## src/rtl/song_sequencer.sv

```systemverilog
// Song sequencer: walks {song, beat} addresses through a synchronous song ROM
// and turns each 7-bit slot word into an output tone frequency in Hz.
module song_sequencer #(
    parameter int unsigned  BEAT_W    = 8,
    parameter int unsigned  NUM_SONGS = 4,
    parameter int unsigned  TICK_DIV  = 12_500_000,
    localparam int unsigned SONG_W    = (NUM_SONGS > 1) ? $clog2(NUM_SONGS) : 1
) (
    input  logic                     clk,
    input  logic                     rst_n,
    input  logic                     play,
    input  logic                     pause,
    input  logic                     stop,
    input  logic                     loop_en,
    input  logic [SONG_W-1:0]        song_sel,
    output logic [SONG_W+BEAT_W-1:0] rom_addr,
    input  logic [6:0]               rom_data,
    output logic [31:0]              tone,
    output logic                     playing,
    output logic [BEAT_W-1:0]        beat_idx,
    output logic                     song_done
);

    localparam int unsigned ADDR_W = SONG_W + BEAT_W;
    localparam int unsigned TICK_W = 32;
    localparam int unsigned NOTE_W = 6;
    localparam int unsigned TONE_W = 32;

    localparam logic [TONE_W-1:0] REST_HZ   = TONE_W'(100_000_000);
    localparam logic [TICK_W-1:0] TICK_LAST = TICK_W'(TICK_DIV - 1);
    localparam logic [BEAT_W-1:0] BEAT_LAST = '1;

    typedef enum logic [2:0] {
        S_IDLE,
        S_ADDR,
        S_WAIT,
        S_PLAY,
        S_PAUSED
    } state_t;

    state_t              state_q, state_d;
    logic [SONG_W-1:0]   song_q, song_d;
    logic [BEAT_W-1:0]   beat_q, beat_d;
    logic [TICK_W-1:0]   tick_q, tick_d;
    logic [NOTE_W-1:0]   note_q, note_d;
    logic [TONE_W-1:0]   tone_q, tone_d;
    logic                done_q, done_d;
    logic                playing_q;
    logic [ADDR_W-1:0]   rom_addr_q;
    logic                end_hit;

    // Note code + octave to frequency; codes outside 1..7 are rests and ignore octave.
    function automatic logic [TONE_W-1:0] note_hz(input logic [NOTE_W-1:0] note);
        logic [TONE_W-1:0] base;
        logic [TONE_W-1:0] hz;
        base = '0;
        case (note[3:0])
            4'd1:    base = TONE_W'(262);
            4'd2:    base = TONE_W'(294);
            4'd3:    base = TONE_W'(330);
            4'd4:    base = TONE_W'(349);
            4'd5:    base = TONE_W'(392);
            4'd6:    base = TONE_W'(440);
            4'd7:    base = TONE_W'(494);
            default: base = '0;
        endcase
        case (note[5:4])
            2'd0:    hz = base;
            2'd1:    hz = base << 1;
            2'd2:    hz = base << 2;
            default: hz = base >> 1;
        endcase
        if (base == '0) begin
            hz = REST_HZ;
        end
        return hz;
    endfunction

    always_ff @(posedge clk) begin
        if (!rst_n) begin
            state_q    <= S_IDLE;
            song_q     <= '0;
            beat_q     <= '0;
            tick_q     <= '0;
            note_q     <= '0;
            tone_q     <= REST_HZ;
            done_q     <= 1'b0;
            playing_q  <= 1'b0;
            rom_addr_q <= '0;
        end else begin
            state_q    <= state_d;
            song_q     <= song_d;
            beat_q     <= beat_d;
            tick_q     <= tick_d;
            note_q     <= note_d;
            tone_q     <= tone_d;
            done_q     <= done_d;
            playing_q  <= (state_d != S_IDLE);
            rom_addr_q <= {song_d, beat_d};
        end
    end

    always_comb begin
        state_d = state_q;
        song_d  = song_q;
        beat_d  = beat_q;
        tick_d  = tick_q;
        note_d  = note_q;
        tone_d  = tone_q;
        done_d  = 1'b0;
        end_hit = 1'b0;

        if (stop) begin
            state_d = S_IDLE;
            beat_d  = '0;
            tick_d  = '0;
            tone_d  = REST_HZ;
        end else begin
            case (state_q)
                S_IDLE: begin
                    tone_d = REST_HZ;
                    if (play) begin
                        state_d = S_ADDR;
                        song_d  = song_sel;
                        beat_d  = '0;
                        tick_d  = '0;
                    end
                end
                S_ADDR: begin
                    state_d = S_WAIT;
                end
                // An end marker is never played; it ends the song on the spot.
                S_WAIT: begin
                    if (rom_data[6]) begin
                        tone_d  = REST_HZ;
                        end_hit = 1'b1;
                    end else begin
                        state_d = S_PLAY;
                        note_d  = rom_data[NOTE_W-1:0];
                        tone_d  = note_hz(rom_data[NOTE_W-1:0]);
                        tick_d  = '0;
                    end
                end
                S_PLAY: begin
                    if (pause) begin
                        state_d = S_PAUSED;
                        tone_d  = REST_HZ;
                    end else if (tick_q == TICK_LAST) begin
                        tick_d = '0;
                        if (beat_q == BEAT_LAST) begin
                            end_hit = 1'b1;
                        end else begin
                            beat_d  = beat_q + BEAT_W'(1);
                            state_d = S_ADDR;
                        end
                    end else begin
                        tick_d = tick_q + TICK_W'(1);
                    end
                end
                S_PAUSED: begin
                    tone_d = REST_HZ;
                    if (!pause) begin
                        state_d = S_PLAY;
                        tone_d  = note_hz(note_q);
                    end
                end
                default: begin
                    state_d = S_IDLE;
                    tone_d  = REST_HZ;
                end
            endcase

            if (end_hit) begin
                if (loop_en) begin
                    beat_d  = '0;
                    state_d = S_ADDR;
                end else begin
                    state_d = S_IDLE;
                    tone_d  = REST_HZ;
                    done_d  = 1'b1;
                end
            end
        end
    end

    assign rom_addr  = rom_addr_q;
    assign tone      = tone_q;
    assign playing   = playing_q;
    assign beat_idx  = beat_q;
    assign song_done = done_q;

endmodule

```

## config.mk

```make
export PLATFORM = sky130hd
export DESIGN_NAME = song_sequencer
export DESIGN_NICKNAME = d
export VERILOG_FILES = /design/src/rtl/song_sequencer.sv
export SDC_FILE = /design/constraint.sdc
export NUM_CORES = 1
export LEC_CHECK = 0
export ABC_CLOCK_PERIOD_IN_PS = 2400
export BUFFER_PORTS_ARGS = -buffer_cell sky130_fd_sc_hd__buf_2
export CORE_UTILIZATION = 58
export DETAILED_ROUTE_END_ITERATION = 10
export PLACE_DENSITY = 0.8
export SLEW_MARGIN = 5
export SYNTH_ARGS = -nofsm -noshare
export SYNTH_HDL_FRONTEND = slang
export SYNTH_SLANG_ARGS = --single-unit
```

## constraint.sdc

```tcl
create_clock -name clk -period 2.4 [get_ports clk]
set_input_delay 0.12 -clock clk [delete_from_list [all_inputs] [get_ports clk]]
set_output_delay 0.12 -clock clk [all_outputs]
set_load 0.02 [all_outputs]
```

==> Word level (Yosys, flattened, before mapping) <==
Cells that the tools add are included.
{ "op_classes": {"eq_ne": 27, "muxes": 51, "reduce_logical": 11, "addsub": 2, "n_bitwise": 4} }
{ "op_table": {"columns": ["cell", "n"], "rows": [
  ["2-to-1 mux 32 bit", 17],
  ["case mux 32 bit (3 select lines)", 3],
  ["case mux 32 bit (4 select lines)", 1],
  ["case mux 9 bit (7 select lines)", 2],
  ["zero test 32 bit", 2],
  ["2-to-1 mux 8 bit", 7],
  ["adder 32 x 1 -> 32 bit (second input constant)", 1],
  ["equality test 32 x 24 -> 1 bit (second input constant)", 1],
  ["equality test 4 x 3 -> 1 bit (second input constant)", 8],
  ["2-to-1 mux 3 bit", 8],
  ["equality test 4 x 2 -> 1 bit (second input constant)", 4],
  ["case mux 8 bit (2 select lines)", 1],
  ["case mux 3 bit (5 select lines)", 1],
  ["adder 8 x 1 -> 8 bit (second input constant)", 1],
  ["equality test 4 x 1 -> 1 bit (second input constant)", 2],
  ["equality test 8 bit (second input constant)", 1],
  ["2-to-1 mux 1 bit", 7],
  ["equality test 3 x 2 -> 1 bit (second input constant)", 2],
  ["2-to-1 mux 2 bit", 3],
  ["!= test 2 bit (second input constant)", 3],
  ["nonzero test 3 bit", 2],
  ["equality test 2 x 1 -> 1 bit (second input constant)", 2],
  ["equality test 2 bit (second input constant)", 2],
  ["zero test 2 bit", 2],
  ["other kinds (9)", 12]
]} }
{ "word_totals": {"input_bits": 15, "out_inout_bits": 52, "word_cells": 104, "regBits": 95} }

==> Logic depth before layout (Yosys ltp) <==
{ "logic_depth": {"word_depth": 11, "depth_mapped": 9} }

==> Worst setup path after synthesis <==
OpenSTA, ideal clock, no wires.
{ "synth_path": {"path_type": "reg-to-reg", "start": "register beat_q[1] (netlist: beat_idx[1])", "end": "register playing_q (netlist: playing)", "arrival_time_ns": 1.820, "required_time_ns": 2.273, "setup_slack_ns": 0.453, "stages_incl_launch_ff": 7, "path_cell_list": "dfxtp_1 ha_1 nand3_1 nor2_1 a31oi_1 and2_4 or3_1"} }
{ "synth_via": {"elab_chain_cells": 9} }
{ "synth_rtl": {"columns": ["item", "line_no", "rtl"], "rows": [
  ["from (decl)", "43", "logic [BEAT_W-1:0] beat_q, beat_d;"],
  ["from (signal assigned)", "93", "beat_q <= beat_d;"],
  ["equality test 8 bit (*)", "150", "if (beat_q == BEAT_LAST) begin"],
  ["2-to-1 mux 1 bit", "150", null],
  ["2-to-1 mux 1 bit", "148", "end else if (tick_q == TICK_LAST) begin"],
  ["2-to-1 mux 1 bit", "145", "if (pause) begin"],
  ["case mux 1 bit (2 select lines)", "119", "case (state_q)"],
  ["2-to-1 mux 1 bit", "113", "if (stop) begin"],
  ["2-to-1 mux 3 bit (*)", "173", "if (end_hit) begin"],
  ["2-to-1 mux 3 bit (*)", "113", null],
  ["nonzero test 3 bit (*)", "98", "playing_q <= (state_d != S_IDLE);"],
  ["to (signal assigned)", "98", null],
  ["to (decl)", "48", "logic playing_q;"]
]} }
Mark *: on every way between the ends. The rest lies on a longest branch, timed or not. The select of a mux whose other input is x is not followed.
A chain may end at the register's enable or synchronous reset.

==> Worst setup path after layout <==
{ "layout_path": {"start": "register state_q[1]", "end": "register tick_q[23]"} }
{ "layout_via": {"elab_chain_cells": 3} }
{ "layout_rtl": {"columns": ["item", "line_no", "rtl"], "rows": [
  ["from (decl)", "41", "state_t state_q, state_d;"],
  ["from (signal assigned)", "91", "state_q <= state_d;"],
  ["equality test 3 x 2 -> 1 bit / zero test 3 bit (equally long branches)", "119", null],
  ["!= test 2 bit (no line) / nonzero test 3 bit (equally long branches)", null, null],
  ["AND reduction 4 bit (no line)", null, null],
  ["to (signal assigned)", "94", "tick_q <= tick_d;"],
  ["to (decl)", "44", "logic [TICK_W-1:0] tick_q, tick_d;"]
]} }
Several ways; a longest one is shown, not always the timed one.

==> results.yml <==
pwr:
  cellLeakagePower_nw: 2.04
  peakVddDrop_uv: 344
  powerDensity_nw_per_um2: 505
detailed_routing:
  via_count: 4593
  routed_via_density: 6.10
  remaining_drc_errors: 0
  wl_mm: 11.8
  wl_per_cell_um: 15.6
  ant_nets: 0
  dr.first_iter.drc_count: 330
  first_pass_iters: 5
synthesis:
  yosysUniqueCellTypes: 64
  synth-seq-area-share: 0.355
  synth.most_common_cell: "dfxtp_1"
  synthFlopType: "dfxtp_1"
  synth_top_area_cell: "dfxtp_1"
  synth_common_cells: "85 x dfxtp_1, 55 x nor2_1, 48 x nand2_1"
  synth_top_area_share: 0.355
  yosysWarnings: 0
  syn_area_um2: 4800
  synth_area_leaders: "dfxtp_1 35%, xor2_1 4.9%, a21oi_1 4.9%"
  ys_async_sr_fraction: 0
  ys_ff_latch: 85
  synthesis.nets: 613
  syn_area_per_cell_um2: 8.05
  syn_inst: 596
  synth_edf_count: 0
finish:
  insertedDiodeCount: 0
  drive_gt1_frac: 0.186
  syn2layout_area_growth_pct: 12.9
  final_nets: 663
  final_core_util: 0.690
sta:
  period_share: 0.907
  tightest_slew_ps: 677
  timing_hold_violations_final: 0
  rsz0062_at_grt: "false"
  fmax_ghz: 0.459
  slew_headroom: 0.549
  finalSetupTns_ps: 0
  setup_violations: 0
  period_needed_ps: 2180
  slew_violations: 0
  fin_skew_ps: 14.4
min_path:
  min_delay_path_depth: 3
  holdCritPathClass: "input pin to flop"
global_routing:
  grt_pass1_wl_mm: 19.7
  grt_usage: 0.281
  antenna_found_initial: 0
  grt-ovfl-total: 0
  grt_max_degree: 33
  grt_pass1_vias: 4161
clock_network:
  clkLatencyLatePin_ps: 360
  cts_tree: "done"
  clk_pin_slew_ps: 100
  root_buffer: "clkbuf_8"
  cts_max_level: 3
  holdBufCountCts: 0
  cts.sinks: 85
  post-cts-setup-buffers: 0
  ctsResizeCount: 0
  cts_made_buffers: 9
  clock_path_buffers: 2
die:
  dieHeight_um: 93.0
  core_area_um2: 7850
  die_w_um: 93.0
  pin_count: 67
  start_util: 0.611
  die-area_um2: 8640
  row_count: 32
worst_setup_path:
  worst_ep_arrival_time_ps: 2430
  worst_ep_required_time_ps: 2660
  worstSetupPathType: "flop to flop"
  end_kind: "flop"
  critical_path.max_fanout: 14
  reg2reg_depth: 7
  worst_setup_path_start_kind: "flop"
run:
  maxCapViolCount: 0
place:
  io_buffers: 66
  dp_hpwl_mm: 8.41
  place_congestion: 0.935
status:
  status: "completed"
[layer usage]
| layer | track usage | wire length (um) | part of all wire | vias up |
|---|---|---|---|---|
| li1 | - | - | - | 2227 |
| met1 | 0.384 | 5310 | 0.45 | 2170 |
| met3 | 0.0550 | 741 | 0.063 | 30 |
| met2 | 0.444 | 5440 | 0.46 | 166 |
| met4 | 0.0949 | 260 | 0.022 | 0 |
| met5 | 0 | 0 | 0 | - |
[cell usage in the layout (no fill, tap or decap), types with 10 or more instances in the layout]
cell type | synthesis | routed
and2_1 | 13 | 13
nand2b_1 | 14 | 14
and3_1 | 11 | 11
xor2_1 | 27 | 27
nand2_1 | 48 | 48
nor2b_1 | 26 | 26
buf_2 | 10 | 66
dfxtp_1 | 85 | 85
nand3_1 | 24 | 24
o21ai_0 | 36 | 36
nand4_1 | 16 | 16
nor2_1 | 55 | 55
nor3_1 | 10 | 10
a21oi_1 | 47 | 47
buf_4 | 11 | 18
inv_1 | 11 | 11
a21o_1 | 12 | 12
[worst max-delay path, cell delays in order, from the launching register on]
cell and delay [ps]:
dfxtp_1 620, nor2_2 170, a22oi_2 620, nor4bb_4 90
buf_4 220, nand4_1 120, xor2_1 160, nor2_1 60
[stage by stage]
stage                     power (mW)  instances  setup WS (ps)  hold slack, ps  cell area [um2]
final                           2.74        753            223            26.3             5420
after global routing            2.84        753           57.4            36.8             5420
after CTS                       2.74        753            188            17.7             5410
after detailed placement        1.68        737            252             387             5190
after global placement          1.68        737            299             378             5190
after floorplan                 1.62        596            453             248             4800
[logic make-up (layout without fill, tap and decap cells)]
logic type | after synthesis | count (layout) | share of synthesized area
muxes | 6 | 6 | 0.0125
DFF | 85 | 85 | 0.355
AOI/OAI and AO/OA | 155 | 155 | 0.203
buffers and inverters | 57 | 112 | 0.0558
and+or+nand+nor | 253 | 253 | 0.299
adders and majority gates | 4 | 4 | 0.00939
xor gates and xnor gates | 36 | 36 | 0.0657
[worst paths after layout]
kind                               endpoint  slack [ps]         from
worst max-delay path             tick_q[23]         220   state_q[1]
worst min-delay path            rom_addr[9]          30  song_sel[1]
worst max register to register   tick_q[23]         220   state_q[1]
worst min register to register     tone[20]         450     tone[20]
[report_power, final]
part	total, mW	internal (mW)	switching [mW]
sequential	1.43	1.42	0.0101
clock	1.08	0.505	0.576
combinational	0.226	0.0792	0.146
[registers in the layout, indices dropped and copies added (netlist names)]
name / cells
tick_q: 32
tone: 32
beat_idx: 7
note_q: 6
state_q: 3
rom_addr: 2
playing: 1
song_done: 1
song_q: 1
[final cells by class]
cell class                      count  area [um2]
Inverter                           11        41.3
Clock inverter                      7        88.8
Multi-Input combinational cell    454        2850
Clock buffer                        9         124
Sequential cell                    85        1700
Fill cell                         669        2430
Tap cell                          102         128
Timing Repair Buffer               85         485
No activity file was read; power rests on OpenSTA's default activity.
